File: config.mk
export PLATFORM = sky130hd
export DESIGN_NAME = wb_trace_buffer
export DESIGN_NICKNAME = d
export VERILOG_FILES = /design/src/rtl/trace_pkg.sv /design/src/rtl/trace_ring_ram.sv /design/src/rtl/wb_trace_buffer.sv
export SDC_FILE = /design/constraint.sdc
export NUM_CORES = 1
export LEC_CHECK = 0
export CORE_UTILIZATION = 50
export CTS_BUF_LIST = sky130_fd_sc_hd__clkbuf_2 sky130_fd_sc_hd__clkbuf_4 sky130_fd_sc_hd__clkbuf_8
export CTS_CLUSTER_SIZE = 30
export DETAILED_ROUTE_END_ITERATION = 10
export PLACE_DENSITY_LB_ADDON = 0.05
export SETUP_SLACK_MARGIN = 0.2
export SYNTH_ARGS = -nofsm -noshare
export SYNTH_HDL_FRONTEND = slang
export SYNTH_SLANG_ARGS = --single-unit
File: constraint.sdc
create_clock -name clk -period 7.7 [get_ports clk]
set_input_delay 1.925 -clock clk [delete_from_list [all_inputs] [get_ports clk]]
set_output_delay 1.925 -clock clk [all_outputs]
set_load 0.05 [all_outputs]
File: src/rtl/trace_pkg.sv
// Shared types for the write-back commit trace buffer: entry layout and limits.
package trace_pkg;

    typedef struct packed {
        logic [31:0] pc;
        logic [3:0]  we;
        logic [4:0]  wnum;
        logic [31:0] wdata;
    } trace_entry_t;

    localparam int          TRACE_ENTRY_W = 73;
    localparam logic [15:0] DROP_CNT_MAX  = 16'hFFFF;

endpackage

File: src/rtl/trace_ring_ram.sv
// Ring storage for trace entries: synchronous write, asynchronous read.
module trace_ring_ram
    import trace_pkg::*;
#(
    parameter int DEPTH = 16,
    parameter int AW    = $clog2(DEPTH)
) (
    input  logic                     clk,
    input  logic                     wr_en,
    input  logic [AW-1:0]            wr_addr,
    input  logic [TRACE_ENTRY_W-1:0] wr_data,
    input  logic [AW-1:0]            rd_addr,
    output logic [TRACE_ENTRY_W-1:0] rd_data
);

    logic [TRACE_ENTRY_W-1:0] mem [DEPTH];

    always_ff @(posedge clk) begin
        if (wr_en) begin
            mem[wr_addr] <= wr_data;
        end
    end

    assign rd_data = mem[rd_addr];

endmodule

File: src/rtl/wb_trace_buffer.sv
// Commit-trace capture FIFO with commit/drop statistics.
// Define TRACE_OVERWRITE_EN to keep the newest DEPTH commits instead of the oldest.
module wb_trace_buffer
    import trace_pkg::*;
#(
    parameter int DEPTH = 16,
    parameter int CNT_W = $clog2(DEPTH) + 1
) (
    input  logic             clk,
    input  logic             resetn,
    input  logic [31:0]      debug_wb_pc,
    input  logic [3:0]       debug_wb_rf_we,
    input  logic [4:0]       debug_wb_rf_wnum,
    input  logic [31:0]      debug_wb_rf_wdata,
    input  logic             clr,
    output logic             trace_valid,
    input  logic             trace_ready,
    output logic [31:0]      trace_pc,
    output logic [3:0]       trace_we,
    output logic [4:0]       trace_wnum,
    output logic [31:0]      trace_wdata,
    output logic [CNT_W-1:0] count,
    output logic             overflow,
    output logic [31:0]      commit_cnt,
    output logic [15:0]      drop_cnt
);

    localparam int AW = $clog2(DEPTH);

    logic [AW:0]  wptr;
    logic [AW:0]  rptr;
    logic [AW:0]  occ;
    logic         full;
    logic         push;
    logic         pop;
    logic         loss;
    logic         wr_adv;
    logic         rd_adv;
    logic         ram_we;
    trace_entry_t wr_entry;
    trace_entry_t rd_entry;

    // Wrap-bit pointers: the difference is the occupancy, MSB set only when full.
    assign occ  = wptr - rptr;
    assign full = occ[AW];

    assign push = (debug_wb_rf_we != 4'd0) && (debug_wb_rf_wnum != 5'd0);
    assign pop  = trace_valid && trace_ready;
    assign loss = push && full && !pop;

`ifdef TRACE_OVERWRITE_EN
    assign wr_adv = push;
    assign rd_adv = pop || loss;
`else
    assign wr_adv = push && !loss;
    assign rd_adv = pop;
`endif

    assign ram_we = resetn && !clr && wr_adv;

    assign wr_entry = '{pc: debug_wb_pc, we: debug_wb_rf_we,
                        wnum: debug_wb_rf_wnum, wdata: debug_wb_rf_wdata};

    trace_ring_ram #(
        .DEPTH (DEPTH),
        .AW    (AW)
    ) u_ram (
        .clk     (clk),
        .wr_en   (ram_we),
        .wr_addr (wptr[AW-1:0]),
        .wr_data (wr_entry),
        .rd_addr (rptr[AW-1:0]),
        .rd_data (rd_entry)
    );

    assign trace_valid = (occ != '0);
    assign trace_pc    = rd_entry.pc;
    assign trace_we    = rd_entry.we;
    assign trace_wnum  = rd_entry.wnum;
    assign trace_wdata = rd_entry.wdata;
    assign count       = CNT_W'(occ);

    always_ff @(posedge clk) begin
        if (!resetn || clr) begin
            wptr       <= '0;
            rptr       <= '0;
            overflow   <= 1'b0;
            commit_cnt <= 32'd0;
            drop_cnt   <= 16'd0;
        end else begin
            if (wr_adv) wptr <= wptr + 1'b1;
            if (rd_adv) rptr <= rptr + 1'b1;
            if (push) commit_cnt <= commit_cnt + 32'd1;
            if (loss) begin
                overflow <= 1'b1;
                if (drop_cnt != DROP_CNT_MAX) drop_cnt <= drop_cnt + 16'd1;
            end
        end
    end

endmodule

==> impl_metrics.tcl <==
set metrics [dict create \
    placed_cell_area_um2 50800 \
    cts_resized 0 \
    grt_pass1_vias 23533 \
    period_minus_slack_ns 6.17 \
    postCtsSetupBuffers 0 \
    antenna_found_initial 9 \
    final_area_um2 54500 \
    status "finished clean" \
    insertion_delay_ns 0.86 \
    vias 21852 \
    grt_usage_pct 22.1 \
    cts_sinks 1231 \
    drc 0 \
    post-place-ws_ns 2.00 \
    max-slew-margin-rel_pct 26.3 \
    synth_seq_cells 1231 \
    cpMostUsedCell "mux4_2" \
    fp.dieW_um 309 \
    initial_core_util_pct 50.4 \
    drv_slew 0 \
    peakVddDrop_mv 0.195 \
    dieArea_um2 95200 \
    drive_gt1_share_pct 29.6 \
    clk_pin_slew_ns 0.05 \
    io_buffers 204 \
    htree_num_levels 4 \
    holdWs_ns 0.492 \
    fp.dieH_um 309 \
    gp_congestion 0.771 \
    p_leak_nw 16.4 \
    drt_pass1_iterations 5 \
    power.density_nw_per_um2 247 \
    synth_area_per_cell_um2 23.3 \
    synth_top_family_by_area "multiplexers" \
    core_region_area_um2 93200 \
    vias_per_cell 5.81 \
    synth_flop_cell "edfxtp_1" \
    cts_tree "built" \
    worst_pin_slew_ns 1.11 \
    slowest_delay_ns 0.78 \
    final_util_pct 58.5 \
    hold_viol_final 0 \
    io_pins 205 \
    finalPower_mw 13.5 \
    synth_xor_area_share_pct 0.429 \
    synth.net_count 2106 \
    yosys.area_share.simple_pct 2.23 \
    cts-root-buf "clkbuf_8" \
    max_freq_ghz 0.162 \
    postCtsHoldBufs 0 \
    cp-end-kind "output pin" \
    dpl.cell_count 3417 \
    setup_slack_ns 1.53 \
    fin_crit_sh_pct 80.2 \
    synth-edff-count 1168 \
    ys_warn_count 0 \
    rsz0062_at_grt "false" \
    syn_to_final_growth_pct 16.0 \
    nNetsFinal 2448 \
    seq_area_frac_synth_pct 77.3 \
    synthCells 2017 \
    routedWlPerCell_um 27.3 \
    cp_max_fo 88 \
    hpwl_mm 56.1 \
    crit_arrival_ns 4.25 \
    finalSetupTns_ns 0 \
    grt_pass1_wl_mm 152 \
    gr-total-overflow 0 \
    drv_cap 0 \
    synthDistinctLibCells 53 \
    synth_adder_area_share_pct 0.335 \
    synth_area_um2 47000 \
    crit_path_start_kind "flip-flop" \
    hold_class "reg2reg" \
    grt_max_degree 89 \
    clk_path_buf_depth 3 \
    synth-compound-area-share_pct 0.956 \
    stdcell_count 3760 \
    fin_skew_ns 0.0255 \
    row_count 112 \
    required_ns 5.78 \
    crit_slowest_cell "dfxtp_4" \
    synthMuxAreaShare_pct 17.7 \
    critPathKind "reg2out" \
    antenna_left 0 \
    setup_viol 0 \
    drtIter0Drc 1762 \
    crit_chain "buf_12 -> mux4_2 -> mux4_2 -> clkdlybuf4s50_1" \
    cts_inserted_buffers 194 \
    async_flop_share_pct 0 \
    drt-total-wl_mm 103 \
]
==> flip-flops by register name, indices dropped and copies added, names as in the netlist, named ones only <==
signal and cells:
u_ram.mem 1168, commit_cnt 32, drop_cnt 16, rptr 5, wptr 5, overflow 1
==> area by class of cell <==
cell class / count / area (um2)
fill: 6695 / 38700
sequential: 1231 / 36300
multi-input combinational: 667 / 10300
clock buffer: 272 / 3310
timing repair buffer: 246 / 2570
tap: 1254 / 1570
clock inverter: 68 / 380
inverter: 19 / 71.3
antenna: 3 / 7.51
==> logic make-up after synthesis <==
| family | Yosys count |
|---|---|
| AND/OR/NAND/NOR | 182 |
| XOR/XNOR | 23 |
| AO/OA/AOI/OAI | 75 |
| buffers and inverters | 119 |
| multiplexers | 375 |
| adder cells (fa/ha/maj) | 12 |
| flip-flops | 1231 |
==> where the power goes <==
part | internal [mW] | switching [mW]
sequential | 7.36 | 0.0204
clock | 2.83 | 2.45
combinational | 0.332 | 0.465
total | 10.5 | 2.94
==> placed cells by master (no fill, tap or decap), drive strengths merged, types with 2 or more instances in the layout <==
cell type      netlist  layout
a21oi               34      34
xnor2               16      16
xor2                 7       7
clkbuf              54     272
mux4               365     365
o31ai               10      10
clkdlybuf4s50        0     204
dfxtp               63      63
nand3               18      18
nor4                13      13
nand2b               6       6
or3                 12      12
a31o                 2       2
ha                  11      11
o21a                 3       3
nor3                 6       6
clkinv               0      56
and3                22      22
clkinvlp             0       5
a211oi               2       2
o21ai               18      18
edfxtp            1168    1168
inv                 19      24
and2                 3       3
nor2                24      24
nor3b                2       2
mux2i                9       9
and4                 5       5
or4                 11      11
bufinv               0       2
nand4               19      19
diode                0       3
nand3b               4       4
buf                 46      42
nand2               33      33
==> Yosys cell counts (all sizes together), types with 19 or more instances <==
cell type | n | area [um2]
nor2 | 24 | 90.1
dfxtp | 63 | 1260
buf | 46 | 224
mux4 | 365 | 8220
clkbuf | 54 | 203
inv | 19 | 71.3
a21oi | 34 | 170
nand4 | 19 | 134
and3 | 22 | 139
edfxtp | 1168 | 35100
nand2 | 33 | 124
==> worst paths after layout <==
kind | slack [ns] | depth (start not counted) | to | startpoint
worst max register to register | 4.23 | 10 | u_ram.mem[12][7] | wptr[0]
worst max-delay path | 1.53 | 4 | trace_pc[0] | flip-flop
worst min register to register | 0.49 | 2 | rptr[4] | rptr[4]
worst min-delay path | 0.49 | 2 | rptr[4] | rptr[4]
==> worst max-delay path: cells and delay by family, from the launching register on <==
kind / cells / cell delay (ns)
buffers and inverters: 2 / 1.35
muxes: 2 / 1.16
DFF: 1 / 0.78
==> layer usage <==
layer	GRT usage, %	vias to the layer above	wire (um)
met5	0	-	79
met4	6.20	12	1650
met3	4.46	158	5020
met2	36.6	558	52500
met1	30.0	11763	43500
li1	-	9361	-
Note: power is estimated with default switching activity, not from simulation.
